$ cat config.mk
export PLATFORM = sky130hd
export DESIGN_NAME = mux_2to1
export DESIGN_NICKNAME = d
export VERILOG_FILES = /design/src/rtl/cpu_pkg.sv /design/src/rtl/mux_2to1_core.sv /design/src/rtl/mux_2to1.sv
export SDC_FILE = /design/constraint.sdc
export NUM_CORES = 1
export LEC_CHECK = 0
export BUFFER_PORTS_ARGS = -buffer_cell sky130_fd_sc_hd__buf_4
export CORE_AREA = 2 2 51 53
export DETAILED_ROUTE_END_ITERATION = 7
export DIE_AREA = 0 0 53 55
export GPL_TIMING_DRIVEN = 0
export PLACE_DENSITY = 0.83
export SKIP_CTS_REPAIR_TIMING = 1
export SYNTH_ARGS = -nofsm -noshare
export SYNTH_HDL_FRONTEND = slang
export SYNTH_SLANG_ARGS = --single-unit
$ cat constraint.sdc
create_clock -name clk -period 1.1 [get_ports clk]
set_input_delay 0.11 -clock clk [delete_from_list [all_inputs] [get_ports clk]]
set_output_delay 0.11 -clock clk [all_outputs]
set_load 0.05 [all_outputs]
$ cat src/rtl/cpu_pkg.sv
// Shared CPU datapath constants and types.
// Every datapath block takes its default data width from here.
package cpu_pkg;

    localparam int unsigned DATA_W = 16;

    typedef logic [DATA_W-1:0] data_t;

endpackage : cpu_pkg

$ cat src/rtl/mux_2to1_core.sv
// Purely combinational 2:1 selector.
// Only a select of logic 1 picks in1. Any other select value (0, X or Z) falls back to in0.
module mux_2to1_core
    import cpu_pkg::*;
#(
    parameter int unsigned WIDTH = DATA_W
) (
    input  logic [WIDTH-1:0] in0,
    input  logic [WIDTH-1:0] in1,
    input  logic             select,
    output logic [WIDTH-1:0] y
);

    // The default-then-override form keeps an unknown select from merging X into y.
    always_comb begin
        y = in0;
        if (select) begin
            y = in1;
        end
    end

endmodule : mux_2to1_core

$ cat src/rtl/mux_2to1.sv
// 2:1 datapath selector with a zero-latency result and a registered, valid-qualified result.
// It feeds register-file write-back and the ALU operand paths.
module mux_2to1
    import cpu_pkg::*;
#(
    parameter int unsigned      WIDTH     = DATA_W,
    parameter logic [WIDTH-1:0] RST_VALUE = '0
) (
    input  logic             clk,
    input  logic             rst,
    input  logic [WIDTH-1:0] in0,
    input  logic [WIDTH-1:0] in1,
    input  logic             select,
    input  logic             in_valid,
    output logic [WIDTH-1:0] out_comb,
    output logic [WIDTH-1:0] out,
    output logic             out_valid
);

    logic [WIDTH-1:0] sel_y;
    logic [WIDTH-1:0] out_d;
    logic [WIDTH-1:0] out_q;
    logic             valid_d;
    logic             valid_q;

    mux_2to1_core #(
        .WIDTH (WIDTH)
    ) u_core (
        .in0    (in0),
        .in1    (in1),
        .select (select),
        .y      (sel_y)
    );

    // out keeps its last captured value on idle cycles; out_valid only marks fresh captures.
    always_comb begin
        out_d   = out_q;
        valid_d = in_valid;
        if (in_valid) begin
            out_d = sel_y;
        end
    end

    always_ff @(posedge clk) begin
        if (rst) begin
            out_q   <= RST_VALUE;
            valid_q <= 1'b0;
        end else begin
            out_q   <= out_d;
            valid_q <= valid_d;
        end
    end

    assign out_comb  = sel_y;
    assign out       = out_q;
    assign out_valid = valid_q;

endmodule : mux_2to1

==> results.sh <==
export IMPL_worstRegToRegCells=2
export IMPL_clock_latency_ns=0.28
export IMPL_ys_flop_type="dfxtp_1"
export IMPL_ys_seq_area_frac=0.380
export IMPL_start_util=0.379
export IMPL_cts_tree="built"
export IMPL_synth_most_common_cell="dfxtp_1"
export IMPL_r2r_start="out[4]"
export IMPL_p_leak_nw=0.704
export IMPL_htreeDepth=1
export IMPL_drive_gt1_frac=0.748
export IMPL_clkTransAtPathRegs_ns=0.10
export IMPL_row_count=18
export IMPL_placed_cells=169
export IMPL_finalWirelength_um=2300
export IMPL_power_density_nw_per_um2=1240
export IMPL_cts_root_buf="clkbuf_4"
export IMPL_synthArstFlopShare=0
export IMPL_gp_congestion=0.629
export IMPL_switching_share=0.377
export IMPL_coreArea_um2=2360
export IMPL_grt_pass1_vias=855
export IMPL_endpoint="out_comb[6]"
export IMPL_antenna_found_initial=0
export IMPL_dieArea_um2=2920
export IMPL_ys_types=11
export IMPL_fp_dieH_um=55
export IMPL_maxSlewHeadroom=0.764
export IMPL_r2r_slack_ns=0.38
export IMPL_yosys_top_cells_area="dfxtp_1, o21ba_2, mux2_4"
export IMPL_pin_count=69
export IMPL_holdCritStartpoint="in1[1]"
export IMPL_drt_antenna_violating_nets=0
export IMPL_port_buffers=66
export IMPL_synth_common_cells="dfxtp_1, o21a_1, o21ba_2"
export IMPL_clock_path_buffers=2
export IMPL_tns_ns=0
export IMPL_startpoint="select"
export IMPL_drc_errors=0
export IMPL_numCtsBuffers=3
export IMPL_syn2layout_area_growth_pct=62.6
export IMPL_criticalPathCategory="primary input to primary output"
export IMPL_regToRegEndpoint="out[4]"
export IMPL_place_hpwl_um=1850
export IMPL_syn_cell_area_um2=896
export IMPL_fmax_mhz=1000
export IMPL_die_x_um=53
export IMPL_period_share=0.907
export IMPL_drt_pass1_iterations=3
export IMPL_setup_violations_final=0
export IMPL_ir_drop_mv=0.790
export IMPL_syn_inst=73
export IMPL_synth_area_leader_cell="dfxtp_1"
export IMPL_synth_edff_count=0
export IMPL_pwr_share_clk=0.185
export IMPL_synth_nets=109
export IMPL_worstPathRequired_ns=0.99
export IMPL_track_usage=0.160
export IMPL_grt_pass1_wl_um=3360
export IMPL_cp_max_fo=10
export IMPL_combinationalPowerShare=0.435
export IMPL_finalNonFillerCells=173
export IMPL_cts_sinks=17
export IMPL_synth_top_area_frac=0.380
export IMPL_total_power_mw=1.80
export IMPL_sequentialPowerShare=0.380
export IMPL_hold_class="primary input to flop"
export IMPL_fin_util=0.616
export IMPL_via_per_inst=4.88
export IMPL_rsz0062_at_grt="false"
export IMPL_critPathCaptureType="primary output"
export IMPL_gr_total_overflow=0
export IMPL_internal_power_mw=1.12
export IMPL_vias=845
export IMPL_worst_pin_slew_ns=0.354
export IMPL_min_period_ns=0.998
export IMPL_num_antenna_cells=0
export IMPL_arrival_ns=0.89
export IMPL_routedWlPerCell_um=13.3
export IMPL_skew_ns=0
export IMPL_max_cap_violations=0
export IMPL_ys_seq_elements=17
export IMPL_synth_warning_count=0
export IMPL_fin_hold_ws_ns=0.149
export IMPL_cp_start_kind="primary input"
export IMPL_finalHoldViolCount=0
export IMPL_syn_avg_cell_area_um2=12.3
export IMPL_hold_depth=3
export IMPL_slew_violations=0
export IMPL_status="complete, no violations"
export IMPL_p_switching_mw=0.679
export IMPL_first_iter_violations=3
export IMPL_grt_max_degree=11
export IMPL_nets=180
cell type report:
cell class / instances / area (um2)
inverters: 1 / 3.75
multi-input cells: 49 / 502
repair buffers: 66 / 495
well taps: 30 / 37.5
clock inverters: 1 / 5.00
plain buffers: 6 / 50.0
flip-flops and latches: 17 / 340
fillers: 205 / 908
clock buffers: 3 / 22.5
cell usage in the layout (no fill, tap or decap), types with 3 or more instances in the layout:
cell and n:
o21ba_2 16, buf_2 3, mux2_4 10, buf_4 66, mux2_2 6, clkbuf_4 3, dfxtp_1 17, o21a_1 16
state kept, by name, indices dropped and copies added (netlist names):
register and cells:
out 16, out_valid 1
layer usage:
metal,wire (um),GRT usage,up-vias
met1,814,0.149,394
met3,245,0.0296,2
met2,1220,0.331,48
li1,-,-,401
met4,16,0.0769,0
met5,0,0,-
power groups by stage:
stage | Combinational (mW) | Sequential [mW] | Clock [mW]
2_1_floorplan | 0.375 | 0.854 | 0
3_3_place_gp | 0.777 | 0.696 | 0
3_5_place_dp | 0.790 | 0.700 | 0
4_1_cts | 0.791 | 0.686 | 0.356
5_1_grt | 0.822 | 0.691 | 0.375
6_report | 0.784 | 0.685 | 0.333
cells by family after synthesis:
logic type	after synthesis	synth area share
buffers and inverters	7	0.0600
and+or+nand+nor	1	0.00419
muxes	16	0.243
DFF	17	0.380
AOI/OAI and AO/OA	32	0.313
worst min path at each step:
stage	slack (ns)	end
3_5_place_dp	0.45	out[3]
5_1_grt	0.14	out[5]
3_3_place_gp	0.44	out[14]
4_1_cts	0.14	out[1]
2_1_floorplan	0.35	out_valid
6_report	0.15	out[1]
critical path: stages:
cell and delay (ns):
buf_6 0.12, buf_12 0.15, mux2_4 0.31, buf_4 0.19
through the flow:
stage | area, um2 | worst slack, ns
floorplan | 896 | 0.0546
global route | 1460 | 0.0727
detailed placement | 1430 | 0.0158
global placement | 1430 | 0.0219
CTS | 1460 | 0.0957
finish | 1460 | 0.102
(Power assumes the default switching activity.)
